File: config.mk
export PLATFORM = sky130hd
export DESIGN_NAME = pcie_tlp_axi_wr_master
export DESIGN_NICKNAME = d
export VERILOG_FILES = /design/src/rtl/pcie_tlp_axi_wr_master.sv
export SDC_FILE = /design/constraint.sdc
export NUM_CORES = 2
export LEC_CHECK = 0
export ABC_AREA = 1
export BUFFER_PORTS_ARGS = -buffer_cell sky130_fd_sc_hd__clkbuf_2
export CAP_MARGIN = 0
export CORE_AREA = 2 2 503 505
export CTS_CLUSTER_DIAMETER = 40
export CTS_CLUSTER_SIZE = 28
export DETAILED_ROUTE_END_ITERATION = 10
export DIE_AREA = 0 0 505 507
export SLEW_MARGIN = 20
export SYNTH_ARGS = -nofsm -noshare
export SYNTH_HDL_FRONTEND = slang
export SYNTH_SLANG_ARGS = --single-unit
File: constraint.sdc
create_clock -name clk -period 6 [get_ports clk]
set_input_delay 0.9 -clock clk [delete_from_list [all_inputs] [get_ports clk]]
set_output_delay 0.9 -clock clk [all_outputs]
set_load 0.01 [all_outputs]
File: src/rtl/pcie_tlp_axi_wr_master.sv
`timescale 1ns/1ps
// -----------------------------------------------------------------------------
// pcie_tlp_axi_wr_master
//
// Inbound write path of the PCIe bridge. Takes one decoded Memory-Write TLP
// (header fields, target address, up to MAX_DW dwords of payload) and replays
// it on AXI4 as a single INCR write burst of 16-byte beats. After the burst
// it waits for the B response and reports the outcome as a one-cycle pulse.
//
// Ports
//   clk, rst                      clock, synchronous active-high reset
//   tlp_valid_i / tlp_ready_o     TLP handshake (ready only while idle)
//   header_fmt_i, header_type_i   TLP fmt/type; only MWr 3DW/4DW is accepted
//   header_length_i               payload length in dwords (1..MAX_DW)
//   addr_i                        target byte address, must be 16-byte aligned
//   data_i                        payload, DW0 in bits [31:0]
//   aw*                           AXI write-address channel (master side)
//   w*                            AXI write-data channel (master side)
//   bid, bresp, bvalid / bready   AXI write-response channel
//   wr_done_o                     pulse: burst finished with OKAY and our ID
//   err_o, err_code_o             pulse + code: 1 unsupported TLP,
//                                 2 misaligned address, 3 bad B response
// -----------------------------------------------------------------------------
module pcie_tlp_axi_wr_master #(
  parameter int          ID_WIDTH   = 4,
  parameter int unsigned AXI_ID     = 0,
  parameter int          ADDR_WIDTH = 32,
  parameter int          DATA_WIDTH = 128,
  parameter int          MAX_DW     = 32
) (
  input  logic                     clk,
  input  logic                     rst,
  // TLP side
  input  logic                     tlp_valid_i,
  output logic                     tlp_ready_o,
  input  logic [2:0]               header_fmt_i,
  input  logic [4:0]               header_type_i,
  input  logic [8:0]               header_length_i,
  input  logic [ADDR_WIDTH-1:0]    addr_i,
  input  logic [MAX_DW*32-1:0]     data_i,
  // AXI write address
  output logic [ID_WIDTH-1:0]      awid,
  output logic [ADDR_WIDTH-1:0]    awaddr,
  output logic [7:0]               awlen,
  output logic [2:0]               awsize,
  output logic [1:0]               awburst,
  output logic                     awvalid,
  input  logic                     awready,
  // AXI write data
  output logic [ID_WIDTH-1:0]      wid,
  output logic [DATA_WIDTH-1:0]    wdata,
  output logic [DATA_WIDTH/8-1:0]  wstrb,
  output logic                     wlast,
  output logic                     wvalid,
  input  logic                     wready,
  // AXI write response
  input  logic [ID_WIDTH-1:0]      bid,
  input  logic [1:0]               bresp,
  input  logic                     bvalid,
  output logic                     bready,
  // Status
  output logic                     wr_done_o,
  output logic                     err_o,
  output logic [1:0]               err_code_o
);

  localparam int PAYLOAD_W = MAX_DW * 32;
  localparam int BEATS     = PAYLOAD_W / DATA_WIDTH;
  localparam int BEAT_W    = (BEATS > 1) ? $clog2(BEATS) : 1;
  localparam int STRB_W    = DATA_WIDTH / 8;

  localparam logic [1:0] ST_IDLE  = 2'b00;
  localparam logic [1:0] ST_BURST = 2'b01;
  localparam logic [1:0] ST_RESP  = 2'b10;

  localparam logic [1:0] CODE_NONE  = 2'd0;
  localparam logic [1:0] CODE_UNSUP = 2'd1;
  localparam logic [1:0] CODE_ALIGN = 2'd2;
  localparam logic [1:0] CODE_BRESP = 2'd3;

  logic [1:0]            state_reg;
  logic [ADDR_WIDTH-1:0] addr_reg;
  logic [8:0]            len_reg;
  logic [PAYLOAD_W-1:0]  data_reg;
  logic                  awvalid_reg;
  logic                  wvalid_reg;
  logic                  aw_done_reg;
  logic                  w_done_reg;
  logic [7:0]            beat_reg;
  logic                  wr_done_reg;
  logic                  err_reg;
  logic [1:0]            err_code_reg;

  // ---------------------------------------------------------------------------
  // TLP acceptance and header checks
  // ---------------------------------------------------------------------------
  logic       accept;
  logic       fmt_ok;
  logic       type_ok;
  logic       len_ok;
  logic       addr_ok;
  logic [1:0] check_code;

  assign tlp_ready_o = (state_reg == ST_IDLE) & ~rst;
  assign accept      = tlp_valid_i & tlp_ready_o;

  assign fmt_ok  = (header_fmt_i == 3'b010) || (header_fmt_i == 3'b011);
  assign type_ok = (header_type_i == 5'b00000);
  assign len_ok  = (header_length_i != 9'd0) && (header_length_i <= 9'(MAX_DW));
  // Bursts always start on a beat boundary; the low address bits index bytes
  // within one 16-byte beat.
  assign addr_ok = (addr_i[3:0] == 4'h0);

  // An unsupported TLP is reported ahead of a misaligned address.
  always_comb begin
    check_code = CODE_NONE;
    if (!(fmt_ok && type_ok && len_ok)) begin
      check_code = CODE_UNSUP;
    end else if (!addr_ok) begin
      check_code = CODE_ALIGN;
    end
  end

  // ---------------------------------------------------------------------------
  // Burst geometry and beat selection
  // ---------------------------------------------------------------------------
  logic [9:0]            len_plus3;
  logic [7:0]            awlen_w;
  logic                  last_beat;
  logic [DATA_WIDTH-1:0] beat_data [BEATS];
  logic [STRB_W-1:0]     last_strb;

  // Number of beats is ceil(length/4); AXI encodes it as beats-1.
  assign len_plus3 = {1'b0, len_reg} + 10'd3;
  assign awlen_w   = len_plus3[9:2] - 8'd1;
  assign last_beat = (beat_reg == awlen_w);

  generate
    for (genvar gi = 0; gi < BEATS; gi++) begin : g_beat
      assign beat_data[gi] = data_reg[gi*DATA_WIDTH +: DATA_WIDTH];
    end
    // Byte lane gi belongs to dword gi/4 of the beat. On the final beat only
    // the first length%4 dwords carry payload (all four when the remainder
    // is zero).
    for (genvar gi = 0; gi < STRB_W; gi++) begin : g_strb
      assign last_strb[gi] = (len_reg[1:0] == 2'd0) || (2'(gi / 4) < len_reg[1:0]);
    end
  endgenerate

  // ---------------------------------------------------------------------------
  // AXI outputs
  // ---------------------------------------------------------------------------
  assign awid    = ID_WIDTH'(AXI_ID);
  assign awaddr  = addr_reg;
  assign awlen   = awlen_w;
  assign awsize  = 3'b100;
  assign awburst = 2'b01;
  assign awvalid = awvalid_reg;

  assign wid    = ID_WIDTH'(AXI_ID);
  assign wdata  = beat_data[beat_reg[BEAT_W-1:0]];
  assign wstrb  = last_beat ? last_strb : {STRB_W{1'b1}};
  assign wlast  = last_beat;
  assign wvalid = wvalid_reg;

  assign bready = (state_reg == ST_RESP);

  assign wr_done_o  = wr_done_reg;
  assign err_o      = err_reg;
  assign err_code_o = err_code_reg;

  // ---------------------------------------------------------------------------
  // Control
  // ---------------------------------------------------------------------------
  logic aw_hs;
  logic w_hs;
  logic aw_fin;
  logic w_fin;
  logic b_ok;

  assign aw_hs = awvalid_reg & awready;
  assign w_hs  = wvalid_reg & wready;
  // AW and W complete independently; each side is finished once its own
  // handshake has happened, either in an earlier cycle or in this one.
  assign aw_fin = aw_done_reg | aw_hs;
  assign w_fin  = w_done_reg | (w_hs & last_beat);
  assign b_ok   = (bresp == 2'b00) && (bid == ID_WIDTH'(AXI_ID));

  always_ff @(posedge clk) begin
    if (rst) begin
      state_reg    <= ST_IDLE;
      awvalid_reg  <= 1'b0;
      wvalid_reg   <= 1'b0;
      aw_done_reg  <= 1'b0;
      w_done_reg   <= 1'b0;
      beat_reg     <= 8'd0;
      wr_done_reg  <= 1'b0;
      err_reg      <= 1'b0;
      err_code_reg <= CODE_NONE;
      addr_reg     <= '0;
      len_reg      <= 9'd0;
      data_reg     <= '0;
    end else begin
      wr_done_reg <= 1'b0;
      err_reg     <= 1'b0;

      case (state_reg)
        ST_IDLE: begin
          if (accept) begin
            addr_reg <= addr_i;
            len_reg  <= header_length_i;
            data_reg <= data_i;
            if (check_code != CODE_NONE) begin
              // Rejected TLPs are consumed without any AXI traffic.
              err_reg      <= 1'b1;
              err_code_reg <= check_code;
            end else begin
              state_reg   <= ST_BURST;
              awvalid_reg <= 1'b1;
              wvalid_reg  <= 1'b1;
              aw_done_reg <= 1'b0;
              w_done_reg  <= 1'b0;
              beat_reg    <= 8'd0;
            end
          end
        end

        ST_BURST: begin
          if (aw_hs) begin
            awvalid_reg <= 1'b0;
            aw_done_reg <= 1'b1;
          end
          if (w_hs) begin
            if (last_beat) begin
              wvalid_reg <= 1'b0;
              w_done_reg <= 1'b1;
            end else begin
              beat_reg <= beat_reg + 8'd1;
            end
          end
          if (aw_fin && w_fin) begin
            state_reg <= ST_RESP;
          end
        end

        ST_RESP: begin
          if (bvalid) begin
            if (b_ok) begin
              wr_done_reg <= 1'b1;
            end else begin
              err_reg      <= 1'b1;
              err_code_reg <= CODE_BRESP;
            end
            state_reg <= ST_IDLE;
          end
        end

        default: begin
          state_reg <= ST_IDLE;
        end
      endcase
    end
  end

endmodule
==> results.cfg <==
[setup_path]
cp_data_required_time_ns = 5.10
startpoint_type = register
cp-end-kind = output pin
critPathKind = register to output pin
critPathMaxFanout = 95
cp.arrival_ns = 4.18

[route]
wirelength_um = 244300
route.vias.total = 49310
wl_per_cell_um = 21.98
first_iter_violations = 4653
drtPass1Iterations = 6
viasPerCell = 4.437
drc = 0
postRouteAntennaNets = 0

[timing]
rsz0062_at_grt = false
clock-skew-final_ns = 0.07397
fmax_mhz = 196.9
tns_ns = 0
slew_viol_final = 0
worstMarginPinSlew_ns = 1.301
hold_viol_final = 0
final.min_clock_period_ns = 5.080
fin_hold_ws_ns = 0.2705
period_share_pct = 84.66
setup_viol = 0
slew-limit-headroom_pct = 12.34

[clocking]
clockRootBuffer = clkbuf_16
post_cts_buffers = 0
path_clk_slew_ns = 0.05
clockBufferDepth = 3
cts_sinks = 1083
insertion_delay_ns = 0.82
htreeDepth = 4
cts_inserted_buffers = 196
tritoncts = done
hold_buffers = 0
cts_resized = 0

[floorplan]
die_area_um2 = 256000
dieWidth_um = 505
core_area_um2 = 250500
die_y_um = 507
fp-row-count = 184
start_util_pct = 18.46
io-pin-count = 1291

[grt]
overflow = 0
grt_pass1_vias = 45148
grt_pass1_wl_um = 334200
grt.total_usage_pct = 18.08
antenna_found_initial = 130
grt_max_degree = 241

[cells_and_area]
largest_reg_flops = 1024
final_cells = 11113
fill_cells = 28113
final_nets = 8621
final_layout_size_suffix_gt1_share_pct = 22.55
area_growth_pct = 35.09

[place]
dp.cells = 10681
place.gp.congestion = 0.8951
hpwl_um = 186600
io_buffers = 1272

[logic_synthesis]
yosys_warnings = 0
synthCells = 6546
ys_seq_area_share_pct = 46.89
ys_ff_latch = 1083
yosysUniqueCellTypes = 40
synth_area_per_cell_um2 = 7.064
netlist_area_um2 = 46240

[power]
ir_drop_v = 0.0002749
p_per_area_nw_per_um2 = 400.8
p_leak_nw = 27.58

[flow_run]
maxCapViolCount = 0

[min_path]
hp-class = primary input to register

[run_status]
status = completed
per-stage QoR:
stage	total power, W	cell area [µm²]	util [%]	worst slack, ns
finish	0.02504	62470	24.94	0.9204
global route	0.02622	62400	24.91	0.8431
CTS	0.02527	62310	24.88	0.7891
detailed placement	0.01376	55440	22.13	1.747
global placement	0.01368	55440	22.13	1.745
floorplan	0.01173	46300	-	2.568
power by group:
| group | total (W) | switching [W] | internal (W) |
|---|---|---|---|
| combinational | 0.00456 | 0.00315 | 0.00141 |
| clock | 0.0114 | 0.00434 | 0.00710 |
| sequential | 0.00904 | 0.000532 | 0.00851 |
| total | 0.0250 | 0.00803 | 0.0170 |
layout make-up:
type                       instances  area, µm²  area share [%]
clock inverter                   127       1530           2.450
inverter                         560       2142           3.429
timing repair buffer            1356       7259           11.62
tap                             3348       4189           6.706
multi-input combinational       4334      20160           32.28
sequential                      1083      21690           34.72
clock buffer                     243       5341           8.551
antenna                           62      155.1          0.2484
placed cells by master (no fill, tap or decap), types with 26 or more instances in the layout:
master        n
inv_1       550
clkbuf_16   196
nand2_1    1301
a31oi_1     129
inv_6        26
nor2_1      167
clkbuf_2   1272
o21ai_0    1033
dfxtp_1    1081
buf_4        63
diode_2      62
a21oi_1    1041
clkbuf_8     26
nand3_1     582
synth_stat cells, drive strengths merged:
cell	instances	share of area (%)
nor3b	1	0.016
clkinv	5	0.041
a31oi	129	1.7
xor2	3	0.057
nand3	584	6.3
o41ai	1	0.019
conb	2	0.016
inv	555	4.5
a21oi	1042	11
nor4	5	0.068
a211oi	1	0.016
ha	5	0.14
or2	2	0.027
nand3b	2	0.032
nor2	174	1.5
xnor2	2	0.038
nand4	10	0.14
o31ai	1	0.016
nand2	1310	11
nor3	6	0.076
or4	1	0.016
dfxtp	1083	47
buf	103	1.2
o21ai	1037	11
o211ai	1	0.016
clkbuf	481	3.9
worst max-delay path: stages (launching register included):
cell      delay, ns
dfxtp_4        0.82
inv_8          0.39
buf_12         0.33
o21ai_0        0.93
nand2_1        0.19
nor2_1         0.14
a31oi_1        0.06
clkbuf_2       0.25
metal layers:
layer	track usage, %	routed length (µm)
met1	23.42	106600
met2	27.68	105200
met3	5.568	21540
met4	7.556	10600
met5	0	299
final timing paths:
kind                       from            end  slack [ns]  depth (start not counted)
hold reg to reg   data_reg[665]  data_reg[665]        0.45                          2
hold / removal      data_i[952]  data_reg[952]        0.27                          3
setup reg to reg   state_reg[1]   state_reg[0]        2.47                         12
setup / recovery    beat_reg[0]      wdata[51]        0.92                          7
cell families (layout without fill, tap and decap cells):
kind of cell	Yosys count	after routing	share of synthesized area, %
AND/OR/NAND/NOR	2095	2095	18.89
AO/OA/AOI/OAI	2212	2212	24.32
buffers and inverters	1144	2286	9.651
flip-flops	1083	1083	46.89
adder cells (fa/ha/maj)	5	5	0.1353
other	2	79	0.01624
XOR/XNOR	5	5	0.09472
No activity file was read; power rests on OpenSTA's default activity.
